**src/rtl/div_ctrl_pkg.sv**
```systemverilog
// Shared types and constants for the divider sequencer and its helpers.
// div_state_t is the sequencer FSM encoding; DIV_W matches the iterative divider width.
package div_pkg;
    localparam int DIV_W = 32;
    localparam logic [DIV_W-1:0] DIV_ALL_ONES = '1;

    typedef enum logic [2:0] {
        ST_IDLE,
        ST_LAUNCH,
        ST_ARM,
        ST_WAIT,
        ST_FIX,
        ST_DONE
    } div_state_t;
endpackage

```
**src/rtl/div_ctrl_if.sv**
```systemverilog
// CPU-side request/response bundle: the pipeline drives requests and flush (master),
// the sequencer returns ready, stall and the corrected HI/LO result (slave).
interface div_ctrl_if import div_pkg::*; #(parameter int W = DIV_W);
    logic         req_valid;
    logic         req_signed;
    logic [W-1:0] req_a;
    logic [W-1:0] req_b;
    logic         req_ready;
    logic         flush;
    logic         rsp_valid;
    logic [W-1:0] rsp_q;
    logic [W-1:0] rsp_r;
    logic         rsp_dbz;
    logic         busy;

    modport master (
        output req_valid, req_signed, req_a, req_b, flush,
        input  req_ready, rsp_valid, rsp_q, rsp_r, rsp_dbz, busy
    );
    modport slave (
        input  req_valid, req_signed, req_a, req_b, flush,
        output req_ready, rsp_valid, rsp_q, rsp_r, rsp_dbz, busy
    );
endinterface

```
**src/rtl/div_ctrl_signfix.sv**
```systemverilog
// Conditional two's-complement negate; combinational, zero latency, no handshake.
module div_signfix #(parameter int W = 32) (
    input  logic         neg,
    input  logic [W-1:0] x,
    output logic [W-1:0] y
);
    assign y = neg ? (~x + {{(W-1){1'b0}}, 1'b1}) : x;
endmodule

```
**src/rtl/div_ctrl.sv**
```systemverilog
// Sequencer for the shared iterative divider: magnitude conversion, launch, wait, sign fix.
// Result 37 cycles after accept (2 for a zero divisor when DIV_ZERO_BYPASS_EN is defined); req_ready only in IDLE.
module div_ctrl import div_pkg::*; #(parameter int W = DIV_W) (
    input  logic         clock,
    input  logic         reset_n,
    div_ctrl_if.slave    cpu,
    output logic         div_ena,
    output logic         div_start,
    output logic [W-1:0] div_dividend,
    output logic [W-1:0] div_divisor,
    input  logic [W-1:0] div_q,
    input  logic [W-1:0] div_r,
    input  logic         div_busy
);
    div_state_t   state_q, state_d;
    logic         sa_q, sa_d, sb_q, sb_d, dbz_q, dbz_d;
    logic [W-1:0] a_mag_q, a_mag_d, b_mag_q, b_mag_d;
    logic [W-1:0] q_raw_q, q_raw_d, r_raw_q, r_raw_d;
    logic [W-1:0] rsp_q_q, rsp_q_d, rsp_r_q, rsp_r_d;
    logic         rsp_dbz_q, rsp_dbz_d;
    logic         div_ena_q, div_ena_d;

    logic         accept, aborting, sa_in, sb_in, b_zero;
    logic [W-1:0] a_abs, b_abs, q_fix, r_fix;

    assign accept   = (state_q == ST_IDLE) && cpu.req_valid;
    assign aborting = (state_q != ST_IDLE) && cpu.flush;
    assign sa_in    = cpu.req_signed & cpu.req_a[W-1];
    assign sb_in    = cpu.req_signed & cpu.req_b[W-1];
    assign b_zero   = (cpu.req_b == '0);

    div_signfix #(.W(W)) u_a_abs (.neg(sa_in),       .x(cpu.req_a), .y(a_abs));
    div_signfix #(.W(W)) u_b_abs (.neg(sb_in),       .x(cpu.req_b), .y(b_abs));
    div_signfix #(.W(W)) u_q_fix (.neg(sa_q ^ sb_q), .x(q_raw_q),   .y(q_fix));
    div_signfix #(.W(W)) u_r_fix (.neg(sa_q),        .x(r_raw_q),   .y(r_fix));

    always_ff @(posedge clock or negedge reset_n) begin
        if (!reset_n) begin
            state_q <= ST_IDLE;
        end else begin
            state_q <= state_d;
        end
    end

    // Flush wins over every transition, including DONE.
    always_comb begin
        state_d = state_q;
        if (aborting) begin
            state_d = ST_IDLE;
        end else begin
            case (state_q)
                ST_IDLE: begin
                    if (cpu.req_valid) begin
`ifdef DIV_ZERO_BYPASS_EN
                        state_d = b_zero ? ST_FIX : ST_LAUNCH;
`else
                        state_d = ST_LAUNCH;
`endif
                    end
                end
                ST_LAUNCH: state_d = ST_ARM;
                ST_ARM:    state_d = ST_WAIT;
                ST_WAIT:   if (!div_busy) state_d = ST_FIX;
                ST_FIX:    state_d = ST_DONE;
                ST_DONE:   state_d = ST_IDLE;
                default:   state_d = ST_IDLE;
            endcase
        end
    end

    always_comb begin
        cpu.req_ready = (state_q == ST_IDLE);
        cpu.busy      = (state_q != ST_IDLE);
        cpu.rsp_valid = (state_q == ST_DONE);
        div_start     = (state_q == ST_LAUNCH);
    end

    always_ff @(posedge clock or negedge reset_n) begin
        if (!reset_n) begin
            sa_q      <= 1'b0;
            sb_q      <= 1'b0;
            dbz_q     <= 1'b0;
            a_mag_q   <= '0;
            b_mag_q   <= '0;
            q_raw_q   <= '0;
            r_raw_q   <= '0;
            rsp_q_q   <= '0;
            rsp_r_q   <= '0;
            rsp_dbz_q <= 1'b0;
            div_ena_q <= 1'b1;
        end else begin
            sa_q      <= sa_d;
            sb_q      <= sb_d;
            dbz_q     <= dbz_d;
            a_mag_q   <= a_mag_d;
            b_mag_q   <= b_mag_d;
            q_raw_q   <= q_raw_d;
            r_raw_q   <= r_raw_d;
            rsp_q_q   <= rsp_q_d;
            rsp_r_q   <= rsp_r_d;
            rsp_dbz_q <= rsp_dbz_d;
            div_ena_q <= div_ena_d;
        end
    end

    always_comb begin
        sa_d      = sa_q;
        sb_d      = sb_q;
        dbz_d     = dbz_q;
        a_mag_d   = a_mag_q;
        b_mag_d   = b_mag_q;
        q_raw_d   = q_raw_q;
        r_raw_d   = r_raw_q;
        rsp_q_d   = rsp_q_q;
        rsp_r_d   = rsp_r_q;
        rsp_dbz_d = rsp_dbz_q;
        // A single low cycle on div_ena clears the divider after an abort.
        div_ena_d = !aborting;

        if (accept) begin
            sa_d    = sa_in;
            sb_d    = sb_in;
            dbz_d   = b_zero;
            a_mag_d = a_abs;
            b_mag_d = b_abs;
`ifdef DIV_ZERO_BYPASS_EN
            // Reproduce the divider's divide-by-zero answer without running it.
            if (b_zero) begin
                q_raw_d = W'(DIV_ALL_ONES);
                r_raw_d = a_abs;
            end
`endif
        end

        if (state_q == ST_WAIT && !div_busy && !aborting) begin
            q_raw_d = div_q;
            r_raw_d = div_r;
        end

        if (state_q == ST_FIX && !aborting) begin
            rsp_q_d   = q_fix;
            rsp_r_d   = r_fix;
            rsp_dbz_d = dbz_q;
        end
    end

    assign cpu.rsp_q   = rsp_q_q;
    assign cpu.rsp_r   = rsp_r_q;
    assign cpu.rsp_dbz = rsp_dbz_q;
    assign div_ena      = div_ena_q;
    assign div_dividend = a_mag_q;
    assign div_divisor  = b_mag_q;
endmodule

```
**src/flat_wrapper.sv**
```systemverilog
// flat-port wrapper written by rule: the top's interface ports become plain ports
module div_ctrl_flat import div_pkg::*;
#(parameter int W = DIV_W)
  (clock, reset_n, div_ena, div_start, div_dividend, div_divisor, div_q, div_r, div_busy, cpu_req_valid, cpu_req_signed, cpu_req_a, cpu_req_b, cpu_flush, cpu_req_ready, cpu_rsp_valid, cpu_rsp_q, cpu_rsp_r, cpu_rsp_dbz, cpu_busy);
  div_ctrl_if #(.W(W)) cpu_i ();
  input  logic clock;
  input  logic reset_n;
  output logic div_ena;
  output logic div_start;
  output logic [W-1:0] div_dividend;
  output logic [W-1:0] div_divisor;
  input  logic [W-1:0] div_q;
  input  logic [W-1:0] div_r;
  input  logic div_busy;
  input wire logic [$bits(cpu_i.req_valid)-1:0] cpu_req_valid;
  input wire logic [$bits(cpu_i.req_signed)-1:0] cpu_req_signed;
  input wire logic [$bits(cpu_i.req_a)-1:0] cpu_req_a;
  input wire logic [$bits(cpu_i.req_b)-1:0] cpu_req_b;
  input wire logic [$bits(cpu_i.flush)-1:0] cpu_flush;
  output wire logic [$bits(cpu_i.req_ready)-1:0] cpu_req_ready;
  output wire logic [$bits(cpu_i.rsp_valid)-1:0] cpu_rsp_valid;
  output wire logic [$bits(cpu_i.rsp_q)-1:0] cpu_rsp_q;
  output wire logic [$bits(cpu_i.rsp_r)-1:0] cpu_rsp_r;
  output wire logic [$bits(cpu_i.rsp_dbz)-1:0] cpu_rsp_dbz;
  output wire logic [$bits(cpu_i.busy)-1:0] cpu_busy;
  assign cpu_i.req_valid = cpu_req_valid;
  assign cpu_i.req_signed = cpu_req_signed;
  assign cpu_i.req_a = cpu_req_a;
  assign cpu_i.req_b = cpu_req_b;
  assign cpu_i.flush = cpu_flush;
  assign cpu_req_ready = cpu_i.req_ready;
  assign cpu_rsp_valid = cpu_i.rsp_valid;
  assign cpu_rsp_q = cpu_i.rsp_q;
  assign cpu_rsp_r = cpu_i.rsp_r;
  assign cpu_rsp_dbz = cpu_i.rsp_dbz;
  assign cpu_busy = cpu_i.busy;
  div_ctrl #(.W(W)) u_core (.clock(clock), .reset_n(reset_n), .cpu(cpu_i), .div_ena(div_ena), .div_start(div_start), .div_dividend(div_dividend), .div_divisor(div_divisor), .div_q(div_q), .div_r(div_r), .div_busy(div_busy));
endmodule
```
**config.mk**
```make
export PLATFORM = sky130hd
export DESIGN_NAME = div_ctrl_flat
export DESIGN_NICKNAME = d
export VERILOG_FILES = /design/src/rtl/div_ctrl_pkg.sv /design/src/rtl/div_ctrl_if.sv /design/src/rtl/div_ctrl_signfix.sv /design/src/rtl/div_ctrl.sv /design/src/flat_wrapper.sv
export SDC_FILE = /design/constraint.sdc
export NUM_CORES = 1
export LEC_CHECK = 0
export BUFFER_PORTS_ARGS = -buffer_cell sky130_fd_sc_hd__buf_2
export CAP_MARGIN = 20
export CORE_UTILIZATION = 53
export CTS_CLUSTER_DIAMETER = 50
export CTS_CLUSTER_SIZE = 24
export DETAILED_ROUTE_END_ITERATION = 10
export HOLD_SLACK_MARGIN = 0.06
export PLACE_DENSITY = 0.76
export SLEW_MARGIN = 20
export SYNTH_ARGS = -nofsm -noshare
export SYNTH_HDL_FRONTEND = slang
export SYNTH_SLANG_ARGS = --single-unit
```
**constraint.sdc**
```tcl
create_clock -name clock -period 2.7 [get_ports clock]
set_input_delay 0.135 -clock clock [delete_from_list [all_inputs] [get_ports clock]]
set_output_delay 0.135 -clock clock [all_outputs]
set_load 0.005 [all_outputs]
```
# Yosys cells after proc, flatten, opt, wreduce, memory -nomap -nowiden
# Cells that the tools add are included.
dict set report classes {
  shift 0
  n_mul 0
  div_mod_pow 0
  add_sub_neg 4
  eq_ne 7
  mux 8
  bitwise 7
  n_lt_le_gt_ge 0
  n_reduce_logical 11
}
# cell count
set ops {}
lappend ops {{adder 32 x 1 -> 32 bit, second input constant} 4}
lappend ops {{2-to-1 mux 32 bit} 4}
lappend ops {{NOT 32 bit} 4}
lappend ops {{zero test 32 bit} 1}
lappend ops {{case mux 3 bit (5 select lines)} 1}
lappend ops {{2-to-1 mux 3 bit} 3}
lappend ops {{equality test 3 x 2 -> 1 bit, second input constant} 2}
lappend ops {{equality test 3 bit, second input constant} 2}
lappend ops {{inequality test 3 x 2 -> 1 bit, second input constant} 2}
lappend ops {{logical AND 1 bit} 5}
lappend ops {{equality test 3 x 1 -> 1 bit, second input constant} 1}
lappend ops {{zero test 3 bit} 1}
lappend ops {{nonzero test 3 bit} 1}
lappend ops {{AND 1 bit} 2}
lappend ops {{zero test 1 bit} 2}
lappend ops {{AND reduction 2 bit} 1}
lappend ops {{bitwise XOR 1 bit} 1}
dict set report totals {
  latch_bits 0
  in_bits 134
  rom_bits 0
  regBits 200
  mem_bits_rw 0
  elab_cells 49
  memories 0
}

# Depth between registers and ports, before layout
# Gate-level depths: netlist of run 1.
dict set report depth {
  word_depth 4
  ltp_mapped 9
  ltp_nobuf 7
}

# Hierarchy
# Synthesis of run 1 repeated with hierarchy kept, for this count alone.
dict set report hier_totals {
  hier_cells 846
  hier_area_um2 10729.0
}
# mod area_per_inst_um2 cells_each n_inst seq_area_each_um2
set modules_own_cells {}
lappend modules_own_cells {div_ctrl 7621.1 450 1 5006.1}
lappend modules_own_cells {div_signfix 777.0 99 4 0.0}

# Worst setup path before layout of run 1
# OpenSTA, ideal clock, no wires.
dict set report synth_path {
  kind {register -> register}
  startpoint {register u_core.r_raw_q[22]}
  endpoint {register u_core.rsp_r_q[30] (netlist: u_core.cpu.rsp_r[30])}
  path_slack_ps 585
  stages_incl_launch_ff 6
  t_arrival_ps 1988
  period_less_slack_ps 2115
  required_ps 2574
  setup_ps 126
  path_cell_list {dfrtp_1 -> or4_4 -> or4_4 -> nor3_4 -> nor3_1 -> a311o_1}
}
dict set report synth_via {
  elab_chain_len 3
}
# item line
set synth_rtl {}
lappend synth_rtl {{start, declared} div_ctrl.sv:18} ;# logic [W-1:0] q_raw_q, q_raw_d, r_raw_q, r_raw_d;
lappend synth_rtl {{start signal, assigned} div_ctrl.sv:98} ;# r_raw_q <= r_raw_d;
lappend synth_rtl {{NOT 32 bit} div_ctrl_signfix.sv:7} ;# assign y = neg ? (~x + {{(W-1){1'b0}}, 1'b1}) : x;
lappend synth_rtl {{adder 32 x 1 -> 32 bit} div_ctrl_signfix.sv:7}
lappend synth_rtl {{2-to-1 mux 32 bit} div_ctrl_signfix.sv:7}
lappend synth_rtl {{end signal, assigned} div_ctrl.sv:100} ;# rsp_r_q <= rsp_r_d;
lappend synth_rtl {{end, declared} div_ctrl.sv:19} ;# logic [W-1:0] rsp_q_q, rsp_q_d, rsp_r_q, rsp_r_d;
# Every way passes these cells.
# A chain may end at the register's enable or synchronous reset.

# Worst setup path in the final report of run 1
dict set report layout_path {
  startpoint {input port cpu_req_a[6]}
  endpoint {register u_core.a_mag_q[29] (netlist: u_core.div_dividend[29])}
}
dict set report layout_via {
  elab_chain_len 3
}
# item line
set layout_rtl {}
lappend layout_rtl {{start, declared} flat_wrapper.sv:17} ;# input wire logic [$bits(cpu_i.req_a)-1:0] cpu_req_a;
lappend layout_rtl {{NOT 32 bit} div_ctrl_signfix.sv:7}
lappend layout_rtl {{adder 32 x 1 -> 32 bit} div_ctrl_signfix.sv:7}
lappend layout_rtl {{2-to-1 mux 32 bit} div_ctrl_signfix.sv:7}
lappend layout_rtl {{end signal, assigned} div_ctrl.sv:95} ;# a_mag_q <= a_mag_d;
lappend layout_rtl {{end, declared} div_ctrl.sv:17} ;# logic [W-1:0] a_mag_q, a_mag_d, b_mag_q, b_mag_d;
# Every way passes these cells.

==> impl_metrics.tcl, run 1 <==
set metrics [dict create \
    synth_ff_type "dfrtp_1" \
    peakVddDrop_mv 0.526 \
    slowest_delay_ns 0.57 \
    syn-cell-area_mm2 0.0100 \
    first_global_vias 8745 \
    drc 0 \
    hold_viol 0 \
    total_power_mw 12.6 \
    slew_violations 0 \
    yosysSeqAreaShare_pct 49.9 \
    worstMarginPinSlew_ns 0.705 \
    synthArstFlopShare_pct 100 \
    vias_per_cell 5.60 \
    wl_per_cell_um 17.2 \
    end_kind "flop" \
    power_density_mw_per_mm2 940 \
    htreeDepth 4 \
    layout_commonest_cell "buf_2" \
    synth_nets 1123 \
    arrival_ns 2.96 \
    fin_nets 1497 \
    hold_slack_ns 0.0684 \
    drt-total-wl_um 27500 \
    synth-edff-count 0 \
    numPortBuffers 267 \
    synth_cells 985 \
    placed_area_mm2 0.0117 \
    drive_gt1_share_pct 30.6 \
    gp_congestion 0.862 \
    path_cells "dlygate4sd3_1, buf_2, nor4_2, nand4_1, buf_4, or4_1, a31oi_1, dlygate4sd3_1" \
    antenna_found_initial 1 \
    fin_crit_sh_pct 95.5 \
    core_area_mm2 0.0183 \
    die-area_mm2 0.0195 \
    clock.fmax_mhz 388 \
    reg2reg_setup_slack_ns 0.19 \
    ys_warn_count 0 \
    overflow 0 \
    grt_setup_unrepaired "false" \
    place_hpwl_um 18000 \
    insertion_delay_ns 0.44 \
    synth_seq_cells 200 \
    grt_pass1_wl_um 44400 \
    final_cell_area_mm2 0.0135 \
    ant_nets 0 \
    die_w_um 140 \
    clkSinkCount 200 \
    grt_max_degree 96 \
    fin_skew_ns 0.0105 \
    fin_crit_ns 2.58 \
    synth_area_per_cell_um2 10.2 \
    die_height_um 140 \
    dp_slack_ns 0.275 \
    cts.clk_slew.worst_paths_ns 0.08 \
    initial_core_util_pct 54.9 \
    grt_usage_pct 28.9 \
    maxCapViolCount 0 \
    cp_slowest_cell "dlygate4sd3_1" \
    ys_types 54 \
    firstDrtPassIters 5 \
    drtIter0Drc 446 \
    cts_tree "yes" \
    hold_class "in -> reg" \
    num_vias 8969 \
    row_count 49 \
    cp_common_cell "dlygate4sd3_1" \
    ios 268 \
    crit_type "in -> reg" \
    leakage_nw 6.34 \
    mostFrequentLayoutCells "buf_2, dfrtp_1, nand2_1, o21ai_0, dlygate4sd3_1" \
    crit_path_max_fanout 7 \
    critPathLaunchType "input pin" \
    required_ns 3.08 \
    critical_path_buf_inv_count 4 \
    cts_resized 0 \
    fin_setup_tns_ns 0 \
    cts_max_path_buffers 2 \
    relSlewSlack_pct 53.0 \
    path_delay_family "buffers and inverters" \
    setup_viol 0 \
    cts_buffers 17 \
    setup_ws_ns 0.122 \
    area_growth_pct 34.1 \
    outcome "finished clean" \
    cts-root-buf "clkbuf_16" \
    nFillCells 1257 \
]
[report_power, final]
part	internal [mW]	switching (mW)	leakage, nW	total (mW)
registers	4.23	1.04	2.58	5.28
clock network	1.28	1.25	0.283	2.53
logic	2.33	2.50	3.48	4.83
total	7.85	4.79	6.34	12.6
[layout make-up]
type / count / area (um^2) / area share, %
antenna: 1 / 2.50 / 0.0186
tap: 229 / 287 / 2.13
sequential: 200 / 5010 / 37.2
timing repair buffer: 406 / 2720 / 20.2
clock buffer: 19 / 453 / 3.37
inverter: 17 / 63.8 / 0.474
multi-input combinational: 717 / 4780 / 35.6
clock inverter: 13 / 131 / 0.977
[state kept, by name, indices dropped and copies added, names as in the netlist, 3 cells and up]
| register | cells |
|---|---|
| u_core.cpu.rsp_q | 32 |
| u_core.cpu.rsp_r | 32 |
| u_core.div_dividend | 32 |
| u_core.div_divisor | 32 |
| u_core.q_raw_q | 32 |
| u_core.r_raw_q | 32 |
| u_core.state_q | 3 |
[final timing paths]
check | from | end | cells past startpoint
setup / recovery | cpu_req_a[6] | u_core.div_dividend[29] | 8
hold / removal | cpu_req_b[24] | u_core.div_divisor[24] | 3
setup reg to reg | u_core.state_q[1] | u_core.div_dividend[29] | 5
hold reg to reg | u_core.cpu.rsp_q[5] | u_core.cpu.rsp_q[5] | 2
max in group asynchronous | reset_n | u_core.div_ena | 3
min in group asynchronous | reset_n | u_core.cpu.rsp_q[16] | 2
[timing repair]
item / 4_1_cts / 5_1_grt
setup buffers: 0 / 6
hold buffers: 114 / 0
endpoints found under the hold margin: 169 / 0
endpoints found under the setup margin: 0 / 2
[worst min-delay path, stage by stage]
cell and delay [ns]:
buf_2 0.13, xor2_1 0.07, o21ai_0 0.13
[logic make-up (layout without fill, tap and decap cells)]
| group | after synthesis | in the layout | share of synthesized area [%] |
|---|---|---|---|
| multiplexers | 69 | 69 | 7.68 |
| XOR/XNOR | 116 | 116 | 10.1 |
| flip-flops | 200 | 200 | 49.9 |
| AND/OR/NAND/NOR | 286 | 286 | 14.1 |
| adder cells (fa/ha/maj) | 4 | 4 | 0.499 |
| other | 0 | 1 | 0 |
| AO/OA/AOI/OAI | 242 | 242 | 15.1 |
| buffers and inverters | 68 | 455 | 2.64 |
[through the flow]
| stage | utilization, % | std cells |
|---|---|---|
| 4_1_cts | 73.4 | 1595 |
| 6_report | 73.6 | 1602 |
| 3_3_place_gp | 63.9 | 1449 |
| 5_1_grt | 73.6 | 1602 |
| 3_5_place_dp | 63.9 | 1449 |
| 2_1_floorplan | - | 985 |
[Yosys cell counts, types with 2 or more instances]
cell      instances  area [um^2]
dfrtp_1         199         4980
nand2_1         152          571
o21ai_0         131          656
xor2_1           91          797
mux2_2           64          721
clkbuf_1         45          169
o31ai_1          37          278
nor2_1           31          116
xnor2_1          25          219
o41ai_1          19          166
nor3_1           18         90.1
a21oi_1          17         85.1
inv_1            17         63.8
or3_1            14         87.6
o21ai_1          13         65.1
or4_1            10         75.1
a31oi_1           8         50.1
nor4_1            8         50.1
o41ai_2           8          130
nand3_1           6         30.0
nand4_1           6         37.5
mux2i_1           5         50.1
nor4_2            5         62.6
or2_2             5         31.3
ha_1              4         50.1
nand3b_1          4         30.0
nand4b_1          4         35.0
nor3b_1           4         30.0
buf_1             3         11.3
or4_4             3         33.8
and2_1            2         12.5
buf_2             2         10.0
nor2b_1           2         12.5
or3_2             2         15.0
or3b_1            2         17.5
[layer usage]
layer  up-vias  share of wire [%]  GRT usage, %
li1       4239                  -             -
met1      4321                 42          36.2
met2       352                 49          48.7
met3        57                6.9          6.85
met4         0                2.7          10.9
met5         -                  0             0
Power figures use the tool's default switching activity.
==> run 2: changes to the inputs <==
==> constraint.sdc (replaced) <==
create_clock -name clock -period 2.7 [get_ports clock]
set_input_delay 0.405 -clock clock [delete_from_list [all_inputs] [get_ports clock]]
set_output_delay 0.405 -clock clock [all_outputs]
set_load 0.005 [all_outputs]
==> impl_metrics.tcl, run 2 (same netlist as run 1, synthesis figures left out) <==
set metrics [dict create \
    numPortBuffers 267 \
    cts-root-buf "clkbuf_16" \
    die-area_mm2 0.0195 \
    cts_tree "yes" \
    initial_core_util_pct 54.9 \
    nFillCells 1497 \
    fin_setup_tns_ns 0 \
    cts_setup_buffers 0 \
    num_vias 8348 \
    drc 0 \
    total_power_mw 12.6 \
    outcome "finished clean" \
    fin_nets 1382 \
    required_ns 3.01 \
    gp_congestion 0.875 \
    first_global_vias 8119 \
    core_area_mm2 0.0183 \
    leakage_nw 5.86 \
    rr_startpoint "u_core.r_raw_q[0]" \
    row_count 49 \
    layout_commonest_cell "buf_2" \
    fin_crit_sh_pct 88.5 \
    setup_viol 0 \
    ios 268 \
    regArea_mm2 0.00501 \
    area_growth_pct 22.9 \
    grt_usage_pct 26.3 \
    arrival_ns 2.70 \
    diodes 0 \
    die_w_um 140 \
    firstDrtPassIters 4 \
    reg2reg_depth 7 \
    mostFrequentLayoutCells "buf_2, dfrtp_1, nand2_1, o21ai_0, xor2_1" \
    critPathLaunchType "flop" \
    fin_skew_ns 0.0144 \
    r2r-end "u_core.cpu.rsp_r[30]" \
    whs_path_depth 2 \
    crit_type "reg -> reg" \
    reg2reg_setup_slack_ns 0.31 \
    worstMarginPinSlew_ns 0.712 \
    slew_violations 0 \
    grt_max_degree 84 \
    die_height_um 140 \
    drt-total-wl_um 25100 \
    multi_input_area_mm2 0.00478 \
    fin_crit_ns 2.39 \
    drtIter0Drc 397 \
    antenna_found_initial 1 \
    peakVddDrop_mv 0.526 \
    hold_path.startpoint "div_r[20]" \
    relSlewSlack_pct 52.2 \
    cts_buffers 17 \
    power_density_mw_per_mm2 1020 \
    end_kind "flop" \
    grt_pass1_wl_um 40700 \
    grt_setup_unrepaired "false" \
    wl_per_cell_um 16.9 \
    insertion_delay_ns 0.43 \
    hold_class "in -> reg" \
    overflow 0 \
    crit_path_max_fanout 6 \
    min_to "u_core.r_raw_q[20]" \
    cts_max_path_buffers 2 \
    drive_gt1_share_pct 33.2 \
    clock.fmax_mhz 418 \
    htreeDepth 4 \
    hold_viol 0 \
    clkSinkCount 200 \
    ant_nets 0 \
    cts.clk_slew.worst_paths_ns 0.08 \
    place_hpwl_um 18100 \
    maxCapViolCount 0 \
    vias_per_cell 5.62 \
]
==> run 2: per-stage QoR <==
step / util, % / cell area, um^2 / std cells / setup slack [ns] / hold slack [ns]
6_report: 67.5 / 12300 / 1486 / 0.309 / 0.195
5_1_grt: 67.5 / 12300 / 1486 / 0.188 / 0.182
4_1_cts: 67.5 / 12300 / 1486 / 0.313 / 0.175
3_5_place_dp: 64.0 / 11700 / 1453 / 0.228 / 0.418
3_3_place_gp: 64.0 / 11700 / 1453 / 0.248 / 0.414
2_1_floorplan: - / 10000 / 985 / 0.419 / 0.109
==> run 2: layer usage <==
layer / GRT usage (%) / part of all wire (%) / vias to the layer above
met4: 9.77 / 2.2 / 2
met2: 43.1 / 48 / 298
li1: - / - / 4018
met1: 33.5 / 43 / 3984
met5: 0 / 0.068 / -
met3: 7.12 / 7.5 / 46
==> run 2: report_power, final <==
| group | switching [mW] | total [mW] | leakage, nW | internal [mW] |
|---|---|---|---|---|
| logic | 2.40 | 4.62 | 2.99 | 2.22 |
| clock network | 1.19 | 2.68 | 0.296 | 1.49 |
| registers | 1.02 | 5.26 | 2.58 | 4.23 |
==> run 2: area by class of cell <==
class / instances / area share [%]
Sequential cell: 200 / 40.6
Multi-Input combinational cell: 717 / 38.8
Timing Repair Buffer: 291 / 12.7
Clock buffer: 18 / 3.48
Tap cell: 229 / 2.32
Clock inverter: 14 / 1.54
Inverter: 17 / 0.518
==> run 2: worst max path at each step <==
stage / startpoint / end / slack, ns / depth (start not counted)
finish: u_core.r_raw_q[0] / u_core.cpu.rsp_r[30] / 0.31 / 7
global route: u_core.r_raw_q[0] / u_core.cpu.rsp_r[30] / 0.19 / 7
CTS: u_core.r_raw_q[0] / u_core.cpu.rsp_r[30] / 0.31 / 7
detailed placement: cpu_req_b[0] / u_core.div_divisor[22] / 0.23 / 8
global placement: cpu_req_b[0] / u_core.div_divisor[22] / 0.25 / 8
floorplan: cpu_req_b[0] / u_core.div_divisor[22] / 0.42 / 9
==> run 2: what timing repair did <==
action,in CTS,in global routing
hold buffers,1,0
hold endpoints to repair,56,0
resized for setup,0,0
setup endpoints to repair,0,0
==> run 2: worst max-delay path: stages, from the launching register on <==
cell	delay (ns)
dfrtp_1	0.41
inv_1	0.09
ha_1	0.18
nor3b_1	0.41
nand4b_1	0.41
nor3_4	0.36
nor3_1	0.08
a311o_1	0.32
==> run 3: changes to the inputs <==
CORE_ASPECT_RATIO = 1.75   (was unset)
==> impl_metrics.tcl, run 3 (same netlist as run 1, synthesis figures left out) <==
set metrics [dict create \
    outcome "finished clean" \
    clkSinkCount 200 \
    core_area_mm2 0.0186 \
    leakage_nw 5.86 \
    drtIter0Drc 280 \
    vias_per_cell 5.54 \
    slew_violations 0 \
    insertion_delay_ns 0.44 \
    worstMarginPinSlew_ns 0.675 \
    die_w_um 106 \
    place_hpwl_um 17800 \
    final_cell_area_mm2 0.0123 \
    grt_setup_unrepaired "false" \
    seq_power_share_pct 42.1 \
    power.switching_mw 4.54 \
    setup_viol 0 \
    p_sw_share_pct 36.4 \
    path_cells "or4_4, or3b_1, o41ai_1, xor2_1, o21ai_0" \
    intPower_mw 7.94 \
    final_cells 1496 \
    die_height_um 184 \
    hold_class "in -> reg" \
    power_density_mw_per_mm2 1010 \
    overflow 0 \
    drc 0 \
    arrival_ns 2.70 \
    crit_type "reg -> reg" \
    cts_max_path_buffers 2 \
    initial_core_util_pct 54.0 \
    crit_path_max_fanout 12 \
    placed_cells 1461 \
    fin_skew_ns 0.00903 \
    p_comb_share_pct 37.1 \
    peakVddDrop_mv 0.657 \
    fin_nets 1381 \
    first_global_vias 8264 \
    drive_gt1_share_pct 33.1 \
    row_count 66 \
    antenna_found_initial 2 \
    hold_viol 0 \
    dp_slack_ns 0.210 \
    cts_tree "yes" \
    critPathLaunchType "flop" \
    setup_ws_ns 0.308 \
    cts.clk_slew.worst_paths_ns 0.07 \
    numPortBuffers 267 \
    ios 268 \
    fin_crit_sh_pct 88.6 \
    grt_usage_pct 25.8 \
    mostFrequentLayoutCells "buf_2, dfrtp_1, nand2_1, o21ai_0, xor2_1" \
    maxCapViolCount 0 \
    grt_pass1_wl_um 39700 \
    cts-root-buf "clkbuf_16" \
    die-area_mm2 0.0195 \
    fin_util_pct 66.4 \
    clock.fmax_mhz 418 \
    cts_resized 0 \
    num_vias 8283 \
    grt_max_degree 73 \
    wl_per_cell_um 16.3 \
    cp_slowest_cell "or3b_1" \
    layout_commonest_cell "buf_2" \
    firstDrtPassIters 4 \
    end_kind "flop" \
    slowest_delay_ns 0.63 \
    fin_setup_tns_ns 0 \
    relSlewSlack_pct 54.7 \
    total_power_mw 12.5 \
    htreeDepth 4 \
    drt-total-wl_um 24400 \
    required_ns 3.01 \
    hold_slack_ns 0.193 \
    ant_nets 0 \
    placed_area_mm2 0.0117 \
    fin_crit_ns 2.39 \
    pwr-share-clk_pct 20.8 \
    area_growth_pct 23.0 \
    gp_congestion 0.808 \
    cts_buffers 17 \
]
-- run 3: worst max-delay path, delay by kind of cell (launching register included) --
kind	cells	cell delay (ns)
and+or+nand+nor	2	1.19
AOI/OAI and AO/OA	2	0.49
DFF	1	0.42
xor gates and xnor gates	1	0.17
-- run 3: final timing paths --
| path | startpoint | to | slack [ns] | cells after the start |
|---|---|---|---|---|
| min | div_r[18] | u_core.r_raw_q[18] | 0.19 | 2 |
| max | u_core.r_raw_q[1] | u_core.cpu.rsp_r[19] | 0.31 | 5 |
| max reg2reg | u_core.r_raw_q[1] | u_core.cpu.rsp_r[19] | 0.31 | 5 |
| min reg2reg | u_core.cpu.rsp_q[26] | u_core.cpu.rsp_q[26] | 0.48 | 2 |
| min in group asynchronous | reset_n | u_core.cpu.rsp_q[16] | 0.54 | 2 |
| max in group asynchronous | reset_n | u_core.div_divisor[18] | 1.41 | 3 |
-- run 3: timing repair --
item,CTS,global route
hold buffers,1,0
endpoints found under the hold margin,68,0
setup buffers,0,0
-- run 3: final cells by class --
cell class              count  area, um^2
fillers                  1570        6240
flip-flops and latches    200        5010
multi-input cells         717        4780
repair buffers            290        1580
clock buffers              19         443
well taps                 238         298
clock inverters            13         154
inverters                  17        63.8
diodes                      2        5.00
-- run 3: power groups by stage --
stage	clock, mW	combinational (mW)	sequential, mW
2_1_floorplan	0	2.83	5.17
3_3_place_gp	0	4.53	5.23
3_5_place_dp	0	4.66	5.28
4_1_cts	2.65	4.69	5.25
5_1_grt	2.77	5.22	5.43
6_report	2.59	4.63	5.26
-- run 3: metal layers --
layer	GRT usage [%]	routed length, um	up-vias
li1	-	-	4011
met4	9.28	554	0
met2	47.9	13300	231
met1	28.4	9230	4002
met5	0	0	-
met3	6.06	1300	39
